==> src/rtl/beta_inst_decoder.sv <==
// Beta instruction decoder: classifies opcodes, extracts fields, keeps per-class saturating counters.
// Latency: one cycle, from accept to registered output.
// Backpressure: in_ready = !out_valid || out_ready; the output holds while stalled.
module beta_inst_decoder (
  input  logic        CLK,
  input  logic        RESET,
  input  logic        in_valid,
  output logic        in_ready,
  input  logic [31:0] inst,
  output logic        out_valid,
  input  logic        out_ready,
  output logic [2:0]  out_class,
  output logic [5:0]  out_op,
  output logic [4:0]  out_ra,
  output logic [4:0]  out_rb,
  output logic [4:0]  out_rc,
  output logic [31:0] out_lit,
  output logic        out_uses_lit,
  output logic        out_writes_rc,
  input  logic [2:0]  cnt_sel,
  output logic [15:0] cnt_value,
  input  logic        cnt_clear
);

  localparam logic [2:0] C_REG     = 3'd0;
  localparam logic [2:0] C_LIT     = 3'd1;
  localparam logic [2:0] C_BRANCH  = 3'd2;
  localparam logic [2:0] C_LOAD    = 3'd3;
  localparam logic [2:0] C_STORE   = 3'd4;
  localparam logic [2:0] C_ILLEGAL = 3'd5;

  logic [5:0]  op;
  logic [2:0]  d_class;
  logic [4:0]  d_rb;
  logic [31:0] d_lit;
  logic        d_uses_lit;
  logic        d_writes_rc;
  logic        accept;

  assign op       = inst[31:26];
  assign in_ready = !out_valid || out_ready;
  assign accept   = in_valid && in_ready;

  // Operate groups occupy 0x20-0x2F / 0x30-0x3F, each with slot 7 unused.
  always_comb begin
    d_class = C_ILLEGAL;
    if (op[5:4] == 2'b10 && op[2:0] != 3'b111) begin
      d_class = C_REG;
    end else if (op[5:4] == 2'b11 && op[2:0] != 3'b111) begin
      d_class = C_LIT;
    end else begin
      case (op)
        6'h18, 6'h1F:        d_class = C_LOAD;
        6'h19:               d_class = C_STORE;
        6'h1B, 6'h1C, 6'h1D: d_class = C_BRANCH;
        default:             d_class = C_ILLEGAL;
      endcase
    end
  end

  always_comb begin
    d_rb        = (d_class == C_REG) ? inst[15:11] : 5'd0;
    d_uses_lit  = (d_class == C_LIT) || (d_class == C_BRANCH) ||
                  (d_class == C_LOAD) || (d_class == C_STORE);
    d_writes_rc = (d_class == C_REG) || (d_class == C_LIT) ||
                  (d_class == C_BRANCH) || (d_class == C_LOAD);
    d_lit       = d_uses_lit ? {{16{inst[15]}}, inst[15:0]} : 32'd0;
  end

  always_ff @(posedge CLK or posedge RESET) begin
    if (RESET) begin
      out_valid     <= 1'b0;
      out_class     <= 3'd0;
      out_op        <= 6'd0;
      out_ra        <= 5'd0;
      out_rb        <= 5'd0;
      out_rc        <= 5'd0;
      out_lit       <= 32'd0;
      out_uses_lit  <= 1'b0;
      out_writes_rc <= 1'b0;
    end else if (accept) begin
      out_valid     <= 1'b1;
      out_class     <= d_class;
      out_op        <= op;
      out_ra        <= inst[20:16];
      out_rb        <= d_rb;
      out_rc        <= inst[25:21];
      out_lit       <= d_lit;
      out_uses_lit  <= d_uses_lit;
      out_writes_rc <= d_writes_rc;
    end else if (out_ready) begin
      out_valid     <= 1'b0;
    end
  end

  // Index 6 is the total; clear acts before the same-cycle accept is counted.
  logic [15:0] cnt      [0:6];
  logic [15:0] cnt_base [0:6];
  logic        cnt_inc  [0:6];
  logic [15:0] cnt_nxt  [0:6];

  always_comb begin
    for (int i = 0; i < 7; i++) begin
      cnt_base[i] = cnt_clear ? 16'd0 : cnt[i];
      cnt_inc[i]  = accept && ((3'(i) == 3'd6) || (3'(i) == d_class)) &&
                    (cnt_base[i] != 16'hFFFF);
      cnt_nxt[i]  = cnt_base[i] + {15'd0, cnt_inc[i]};
    end
  end

  always_ff @(posedge CLK or posedge RESET) begin
    if (RESET) begin
      for (int i = 0; i < 7; i++) cnt[i] <= 16'd0;
    end else begin
      for (int i = 0; i < 7; i++) cnt[i] <= cnt_nxt[i];
    end
  end

  always_comb begin
    case (cnt_sel)
      3'd0:    cnt_value = cnt[0];
      3'd1:    cnt_value = cnt[1];
      3'd2:    cnt_value = cnt[2];
      3'd3:    cnt_value = cnt[3];
      3'd4:    cnt_value = cnt[4];
      3'd5:    cnt_value = cnt[5];
      3'd6:    cnt_value = cnt[6];
      default: cnt_value = 16'd0;
    endcase
  end

endmodule

==> config.mk <==
export PLATFORM = sky130hd
export DESIGN_NAME = beta_inst_decoder
export DESIGN_NICKNAME = d
export VERILOG_FILES = /design/src/rtl/beta_inst_decoder.sv
export SDC_FILE = /design/constraint.sdc
export NUM_CORES = 1
export LEC_CHECK = 0
export BUFFER_PORTS_ARGS = -buffer_cell sky130_fd_sc_hd__buf_4
export CORE_MARGIN = 2
export CORE_UTILIZATION = 50
export CTS_BUF_LIST = sky130_fd_sc_hd__clkbuf_4
export CTS_CLUSTER_DIAMETER = 50
export CTS_CLUSTER_SIZE = 8
export DETAILED_ROUTE_END_ITERATION = 16
export HOLD_SLACK_MARGIN = 0.02
export PLACE_DENSITY = 0.71
export SYNTH_ARGS = -nofsm -noshare
export SYNTH_HDL_FRONTEND = slang
export SYNTH_SLANG_ARGS = --single-unit
export TNS_END_PERCENT = 50
==> constraint.sdc <==
create_clock -name CLK -period 5.9 [get_ports CLK]
set_input_delay 0.59 -clock CLK [delete_from_list [all_inputs] [get_ports CLK]]
set_output_delay 0.59 -clock CLK [all_outputs]
set_load 0.01 [all_outputs]
# Word level (Yosys, flattened, before mapping)
# Cells that the tools add are included.
[classes]
add_sub_neg = 7
n_eq_ne = 31
mux = 15
reduce_logical = 29
[ops]
columns = ["cell", "n"]
rows = [
  ["16-bit by 1-bit adder with 16-bit output", 7],
  ["16-bit 2-to-1 mux", 7],
  ["16-bit inequality test, second input constant", 7],
  ["16-bit case mux with 7 select lines", 1],
  ["6-bit by 5-bit == test with 1-bit output, second input constant", 6],
  ["32-bit 2-to-1 mux", 1],
  ["1-bit logical AND", 16],
  ["3-bit by 2-bit == test with 1-bit output, second input constant", 4],
  ["3-bit == test, second input constant", 4],
  ["3-bit case mux with 3 select lines", 1],
  ["1-bit logical OR", 7],
  ["2-bit by 3-bit == test with 1-bit output, first input constant", 2],
  ["3-bit by 1-bit == test with 1-bit output, second input constant", 2],
  ["3-bit == test, first input constant", 2],
  ["3-bit zero test", 2],
  ["3-bit 2-to-1 mux", 2],
  ["5-bit 2-to-1 mux", 1],
  ["2-bit == test, second input constant", 2],
  ["1-bit by 3-bit == test with 1-bit output, first input constant", 1],
  ["3-bit inequality test, second input constant", 1],
  ["3-bit OR reduction", 1],
  ["1-bit 2-to-1 mux", 2],
  ["2-bit nonzero test", 1],
  ["2-bit OR reduction", 1],
  ["1-bit zero test", 1],
]
[totals]
register_bits = 171
in_bits = 40
out_inout_bits = 76
elab_cells = 98

# Depth between registers and ports, before layout
# Gate-level depths: netlist of run 1.
[depth]
ltp_word = 10
depth_mapped = 12

# Worst setup path before layout of run 1
# OpenSTA, ideal clock, no wires.
[synth_timing]
path_type = "input-to-reg"
startpoint = "input cnt_clear"
endpoint = "register cnt[79] (netlist name)"
setup_ns = 0.125
arrival_time_ns = 2.942
required_time_ns = 5.775
setup_slack_ns = 2.834
cell_stages = 10
path_buffers = 3
cell_sequence = "clkbuf_1 -> clkbuf_1 -> clkbuf_1 -> nor4_1 -> nor3b_1 -> ha_1 -> nand4b_1 -> nor4_1 -> nor2b_1 -> mux2_2"
[synth_rtl]
columns = ["element", "line", "rtl"]
rows = [
  ["start, declared", "22", "input logic cnt_clear"],
  ["end, declared", "97", "logic [15:0] cnt [0:6];"],
]

==> impl_metrics.toml, run 1 <==
[pwr]
design_power_total_mw = 1.95
peakVddDrop_mv = 0.132
static-leakage-power_nw = 4.30
power_density_nw_per_um2 = 202

[setup_path]
crit_slowest_cell = "sky130_fd_sc_hd__and2_1"
worstPathMaxFanout = 23
regToRegEndpoint = "cnt[79]$_DFF_PP0_"
r2r.worst_path.cells = 10
r2r-start = "out_valid$_DFFE_PP0P_"
timing.critical_path.from_type = "register"
reg2reg_slack_ns = 2.37
worst_setup_path_startpoint = "out_valid$_DFFE_PP0P_"
worstPathArrival_ns = 4.00
timing.critical_path.max_delay_family = "simple AND/OR/NAND/NOR gates"
timing.critical_path.cells = "nand2b_1, and2_1, buf_4, nand2_1, nor3b_1, ha_1, nand4b_1, nor4_1, nor2b_1, mux2_2"
worst-endpoint-required_ns = 6.37
worst_path_largest_cell_delay_ns = 0.70
path_buf_inv = 1
setup.worst_path.end_class = "register"
timing_worst_setup_path_type = "register to register"

[route]
wirelength_per_cell_um = 17.4
antenna_violating_nets_post_route = 0
detailed_router_s_first_iteration_violation_count = 665
drc_errors = 0
vias_per_cell = 5.67
drtPass1Iterations = 5
wirelength_mm = 21.2
overall_via_count_from_detail_route = 6939

[final_layout]
nNetsFinal = 1050
areaGrowthSynthToFinish_pct = 13.4
num-fill-cells = 1484
mostFrequentLayoutCells = "sky130_fd_sc_hd__dfrtp_1 (155), sky130_fd_sc_hd__nand2_1 (124), sky130_fd_sc_hd__buf_4 (121)"
final_layout_size_suffix_gt1_frac = 0.186
final_cell_area_um2 = 9670
leading_cell_type_in_the_layout_fill_and_taps_excluded = "sky130_fd_sc_hd__dfrtp_1"

[yosys]
primary_flip_flop_cell_chosen_by_synthesis_mapping = "sky130_fd_sc_hd__dfrtp_1"
synth.net_count = 965
syn-mean-instance-area_um2 = 9.42
number_of_register_bits_inferred_by_synthesis = 155
synth_cell_types = 57
synth_cells = 905
mappedNetlistArea_um2 = 8530
synthArstFlopShare = 1.00
synth_enable_flop_cells = 0
synth.yosys.seq_area_share = 0.455
ys_warn_count = 0

[clock_tree]
clkSlewWorstSetupHoldPaths_ns = 0.13
cts-root-to-sink-buffers = 2
cts_tree = "yes"
cts_sinks = 155
cts-resized-gates = 0
cts_root_buffer = "sky130_fd_sc_hd__clkbuf_4"
clock_insertion_delay_worst_skew_ns = 0.57
cts_setup_buffers = 0
cts_hold_repair.buffers = 0
tritoncts.num_buffers = 17
cts_htree_levels = 4

[run_status]
run_status = "completed"

[timing]
fmax_mhz = 283
slew_violations = 0
final.min_clock_period_ns = 3.53
finalSetupTns_ns = 0
layout_setup_ws_ns = 2.37
max_slew_margin = 0.409
worst_tran_pin_value_ns = 0.887
timing.final.setup_violations = 0
period_utilization = 0.598
grt_setup_unrepaired = "false"
post_route_clock_skew_ns = 0.0167
final-hold-violation-count = 0

[placement]
placed_area_um2 = 9430
hpwl_mm = 15.2
gpl.final_weighted_congestion = 0.881
preCtsSetupSlack_ns = 2.09
buffers_on_ports = 115

[grt]
grtUsageTotal = 0.239
pin_count_of_the_biggest_net_entering_global_routing = 96
grt_first_pass_wirelength_mm = 34.2
grt_overflow = 0
initial_antenna_violation_count = 1
grt_pass1_vias = 6581

[floorplan]
site_rows = 47
die_extent_in_y_um = 135
core_region_area_um2 = 16600
die_w_um = 135
floorplan_die_area_um2 = 18100
floorplan.io_pins = 116
starting_utilization_of_the_core_area = 0.512

[min_path]
hold_path.class = "primary input to async pin"

[run]
max_cap_viol_count = 0
## how the worst max path moves through the flow
stage,to,cells after the start,slack [ns]
floorplan,cnt[0]$_DFF_PP0_,1,1.13
global placement,cnt[79]$_DFF_PP0_,11,2.18
detailed placement,cnt[79]$_DFF_PP0_,11,2.09
CTS,cnt[79]$_DFF_PP0_,10,2.40
global route,cnt[79]$_DFF_PP0_,10,2.07
finish,cnt[79]$_DFF_PP0_,10,2.37
## power by group
part	switching, mW	internal (mW)
clock	0.383	0.199
sequential	0.0230	1.10
combinational	0.142	0.108
## registers in the layout, summed over array words and instances (netlist names)
name and flops:
out_lit 16, out_ra 5, out_writes_rc 1, out_rc 5, cnt 112, out_class 3
out_valid 1, out_rb 5, out_op 6, out_uses_lit 1
## per-layer routing
layer	track usage	vias to the layer above	part of all wire
met5	0	-	0
met4	0.0813	0	0.020
met3	0.0462	31	0.056
met2	0.377	228	0.48
met1	0.334	3355	0.45
li1	-	3325	-
## through the flow
stage	util	cells	hold WS [ns]
after floorplan	-	905	0.460
after global placement	0.567	1191	0.459
after detailed placement	0.567	1191	0.463
after CTS	0.581	1222	0.174
after global routing	0.581	1223	0.176
final	0.581	1223	0.144
## logic make-up after synthesis
group / count (synthesis) / share of synthesized area
flip-flops: 155 / 0.455
AND/OR/NAND/NOR: 425 / 0.256
multiplexers: 43 / 0.0624
adder cells (fa/ha/maj): 20 / 0.0293
AO/OA/AOI/OAI: 115 / 0.0823
XOR/XNOR: 71 / 0.0729
buffers and inverters: 76 / 0.0425
## layout make-up
type / instances / area (µm²) / area share
diodes: 1 / 2.50 / 0.000259
multi-input cells: 674 / 4290 / 0.443
clock buffers: 17 / 128 / 0.0132
flip-flops and latches: 155 / 3880 / 0.401
well taps: 220 / 275 / 0.0285
inverters: 21 / 83.8 / 0.00867
repair buffers: 121 / 908 / 0.0939
clock inverters: 14 / 108 / 0.0111
## synth_stat cells (6+ instances only)
| cell | n | area [µm²] |
|---|---|---|
| sky130_fd_sc_hd__dfrtp_1 | 155 | 3880 |
| sky130_fd_sc_hd__nand2_1 | 124 | 465 |
| sky130_fd_sc_hd__nor2_1 | 75 | 282 |
| sky130_fd_sc_hd__xnor2_1 | 50 | 438 |
| sky130_fd_sc_hd__nand3_1 | 45 | 225 |
| sky130_fd_sc_hd__o21ai_0 | 38 | 190 |
| sky130_fd_sc_hd__a21oi_1 | 33 | 165 |
| sky130_fd_sc_hd__nor2b_1 | 30 | 188 |
| sky130_fd_sc_hd__nand2b_1 | 26 | 163 |
| sky130_fd_sc_hd__mux2i_1 | 25 | 250 |
| sky130_fd_sc_hd__nor4_1 | 25 | 156 |
| sky130_fd_sc_hd__clkbuf_1 | 21 | 78.8 |
| sky130_fd_sc_hd__nor3_1 | 21 | 105 |
| sky130_fd_sc_hd__xor2_1 | 21 | 184 |
| sky130_fd_sc_hd__ha_1 | 20 | 250 |
| sky130_fd_sc_hd__inv_1 | 20 | 75.1 |
| sky130_fd_sc_hd__nand4_1 | 20 | 125 |
| sky130_fd_sc_hd__buf_4 | 16 | 120 |
| sky130_fd_sc_hd__buf_2 | 13 | 65.1 |
| sky130_fd_sc_hd__or3_1 | 12 | 75.1 |
| sky130_fd_sc_hd__mux2_2 | 11 | 124 |
| sky130_fd_sc_hd__a22oi_1 | 9 | 67.6 |
| sky130_fd_sc_hd__or4_1 | 9 | 67.6 |
| sky130_fd_sc_hd__a22o_1 | 7 | 61.3 |
| sky130_fd_sc_hd__mux4_2 | 7 | 158 |
| sky130_fd_sc_hd__o31ai_1 | 6 | 45.0 |
No activity file was read; power rests on OpenSTA's default activity.
==> run 2: changes to the inputs <==
ABC_AREA = 1   (was not set)
PLACE_DENSITY = 0.73   (was 0.71)
clock period = 2.8 ns   (was 5.9 ns; I/O delays follow)
==> impl_metrics.toml, run 2 <==
[run_status]
run_status = "completed"

[floorplan]
die_w_um = 137
site_rows = 48
starting_utilization_of_the_core_area = 0.512
floorplan_die_area_um2 = 18800
core_region_area_um2 = 17300
die_extent_in_y_um = 137
floorplan.io_pins = 116

[setup_path]
setup.worst_path.end_class = "register"
worst-endpoint-required_ns = 3.35
worstPathMaxFanout = 11
timing.critical_path.from_type = "register"
timing_worst_setup_path_type = "register to register"
r2r.worst_path.cells = 13
worstPathArrival_ns = 3.07

[grt]
grt_first_pass_wirelength_mm = 38.1
grt_pass1_vias = 7411
grtUsageTotal = 0.264
grt_overflow = 0
pin_count_of_the_biggest_net_entering_global_routing = 79
initial_antenna_violation_count = 1

[yosys]
primary_flip_flop_cell_chosen_by_synthesis_mapping = "sky130_fd_sc_hd__dfrtp_1"
synth.most_common_cell = "sky130_fd_sc_hd__nand2_1"
ys_top_cells_by_area = "sky130_fd_sc_hd__dfrtp_1 (44%), sky130_fd_sc_hd__nand2_1 (11%), sky130_fd_sc_hd__nor2_1 (6.5%)"
synth_top_area_cell = "sky130_fd_sc_hd__dfrtp_1"
number_of_register_bits_inferred_by_synthesis = 155
mappedNetlistArea_um2 = 8860
syn-mean-instance-area_um2 = 7.83
synth_cells = 1131
synth_enable_flop_cells = 0
ys_warn_count = 0
synthArstFlopShare = 1.00
synth.yosys.seq_area_share = 0.438
synth_cell_types = 39
synth.net_count = 1191
synthTopCellsByCount = "sky130_fd_sc_hd__nand2_1 (271), sky130_fd_sc_hd__dfrtp_1 (155), sky130_fd_sc_hd__nor2_1 (154)"
post-synth-top-area-fraction = 0.438

[placement]
buffers_on_ports = 115
hpwl_mm = 17.7
preCtsSetupSlack_ns = 0.293
gpl.final_weighted_congestion = 0.938

[timing]
layout_setup_ws_ns = 0.279
final-hold-violation-count = 0
finalSetupTns_ns = 0
timing.final.setup_violations = 0
timing.hold.ws_ns = 0.114
max_slew_margin = 0.577
fmax_mhz = 397
slew_violations = 0
grt_setup_unrepaired = "false"
period_utilization = 0.900
worst_tran_pin_value_ns = 0.633
final.min_clock_period_ns = 2.52
post_route_clock_skew_ns = 0.0213

[final_layout]
number_of_flip_flops_under_the_largest_register_name = 112
leading_cell_type_in_the_layout_fill_and_taps_excluded = "sky130_fd_sc_hd__nand2_1"
areaGrowthSynthToFinish_pct = 18.5
regMostFlops = "cnt"
nNetsFinal = 1326
largestRegisters = "cnt x112, out_lit x16, out_op x6"
final_layout_size_suffix_gt1_frac = 0.164
num-fill-cells = 1569
mostFrequentLayoutCells = "sky130_fd_sc_hd__nand2_1 (270), sky130_fd_sc_hd__dfrtp_1 (155), sky130_fd_sc_hd__nor2_1 (154)"

[route]
detailed_router_s_first_iteration_violation_count = 697
wirelength_mm = 23.7
drc_errors = 0
drtPass1Iterations = 7
wirelength_per_cell_um = 15.8
antenna_violating_nets_post_route = 0
overall_via_count_from_detail_route = 7878
vias_per_cell = 5.23

[pwr]
power_density_nw_per_um2 = 427
static-leakage-power_nw = 4.95
peakVddDrop_mv = 0.391

[clock_tree]
cts_root_buffer = "sky130_fd_sc_hd__clkbuf_4"
clock_insertion_delay_worst_skew_ns = 0.60
cts-root-to-sink-buffers = 2
cts_htree_levels = 4
cts_setup_buffers = 0
cts_tree = "yes"
cts_sinks = 155
clkSlewWorstSetupHoldPaths_ns = 0.16
cts-resized-gates = 0
tritoncts.num_buffers = 17

[min_path]
hold_path.class = "primary input to register"
min_path_cells = 4

[run]
max_cap_viol_count = 0
==> run 2: power breakdown <==
group	internal (mW)	switching, mW
clock network	0.566	0.954
registers	2.32	0.0542
logic	0.254	0.332
total	3.14	1.34
==> run 2: final timing paths <==
path / start / endpoint / slack [ns]
max: out_valid$_DFFE_PP0P_ / cnt[63]$_DFF_PP0_ / 0.28
min: cnt_clear / cnt[24]$_DFF_PP0_ / 0.11
max reg2reg: out_valid$_DFFE_PP0P_ / cnt[63]$_DFF_PP0_ / 0.28
min reg2reg: cnt[83]$_DFF_PP0_ / cnt[83]$_DFF_PP0_ / 0.45
max in group asynchronous: RESET / out_lit[3]$_DFFE_PP0P_ / 1.76
min in group asynchronous: RESET / cnt[104]$_DFF_PP0_ / 0.27
==> run 2: through the flow <==
stage          cell area [µm²]   util  std cells  total power, mW
3_3_place_gp              9850  0.569       1438             2.95
4_1_cts                  10500  0.607       1504             4.50
2_1_floorplan             8860      -       1131             2.71
5_1_grt                  10500  0.607       1505             4.67
3_5_place_dp              9850  0.569       1438             2.96
6_report                 10500  0.607       1505             4.48
==> run 2: per-layer routing <==
layer	track usage	vias up	wire length [µm]
li1	-	3844	-
met1	0.384	3760	10900
met2	0.400	246	10900
met3	0.0567	28	1510
met4	0.0722	0	374
met5	0	-	0
==> run 2: logic make-up after synthesis <==
kind of cell             after synthesis  synth area share
buffers and inverters                186            0.0933
AO/OA/AOI/OAI                         77            0.0500
flip-flops                           155             0.438
AND/OR/NAND/NOR                      612             0.311
adder cells (fa/ha/maj)               20            0.0282
XOR/XNOR                              81            0.0801
==> run 2: what timing repair did <==
item	4_1_cts	5_1_grt
hold endpoints to repair	59	0
setup endpoints to repair	0	0
hold buffers	34	0
==> run 2: area by class of cell <==
| type | instances | area, µm² | area share |
|---|---|---|---|
| Antenna cell | 1 | 2.50 | 0.000238 |
| Clock buffer | 17 | 128 | 0.0122 |
| Clock inverter | 15 | 179 | 0.0170 |
| Inverter | 142 | 537 | 0.0511 |
| Multi-Input combinational cell | 790 | 4160 | 0.396 |
| Sequential cell | 155 | 3880 | 0.369 |
| Tap cell | 225 | 282 | 0.0268 |
| Timing Repair Buffer | 160 | 1340 | 0.127 |
==> run 2: worst max-delay path, stage by stage, from the launching register on <==
cell	delay, ns
sky130_fd_sc_hd__dfrtp_1	0.41
sky130_fd_sc_hd__nand2_1	0.12
sky130_fd_sc_hd__nand2_2	0.14
sky130_fd_sc_hd__inv_1	0.31
sky130_fd_sc_hd__nand2_1	0.14
sky130_fd_sc_hd__nor3_1	0.21
sky130_fd_sc_hd__ha_1	0.24
sky130_fd_sc_hd__nand2_1	0.08
sky130_fd_sc_hd__nor2_2	0.16
sky130_fd_sc_hd__nand3_2	0.15
sky130_fd_sc_hd__nor2_4	0.17
sky130_fd_sc_hd__nand2_1	0.08
sky130_fd_sc_hd__or2_0	0.19
sky130_fd_sc_hd__nand2_1	0.06
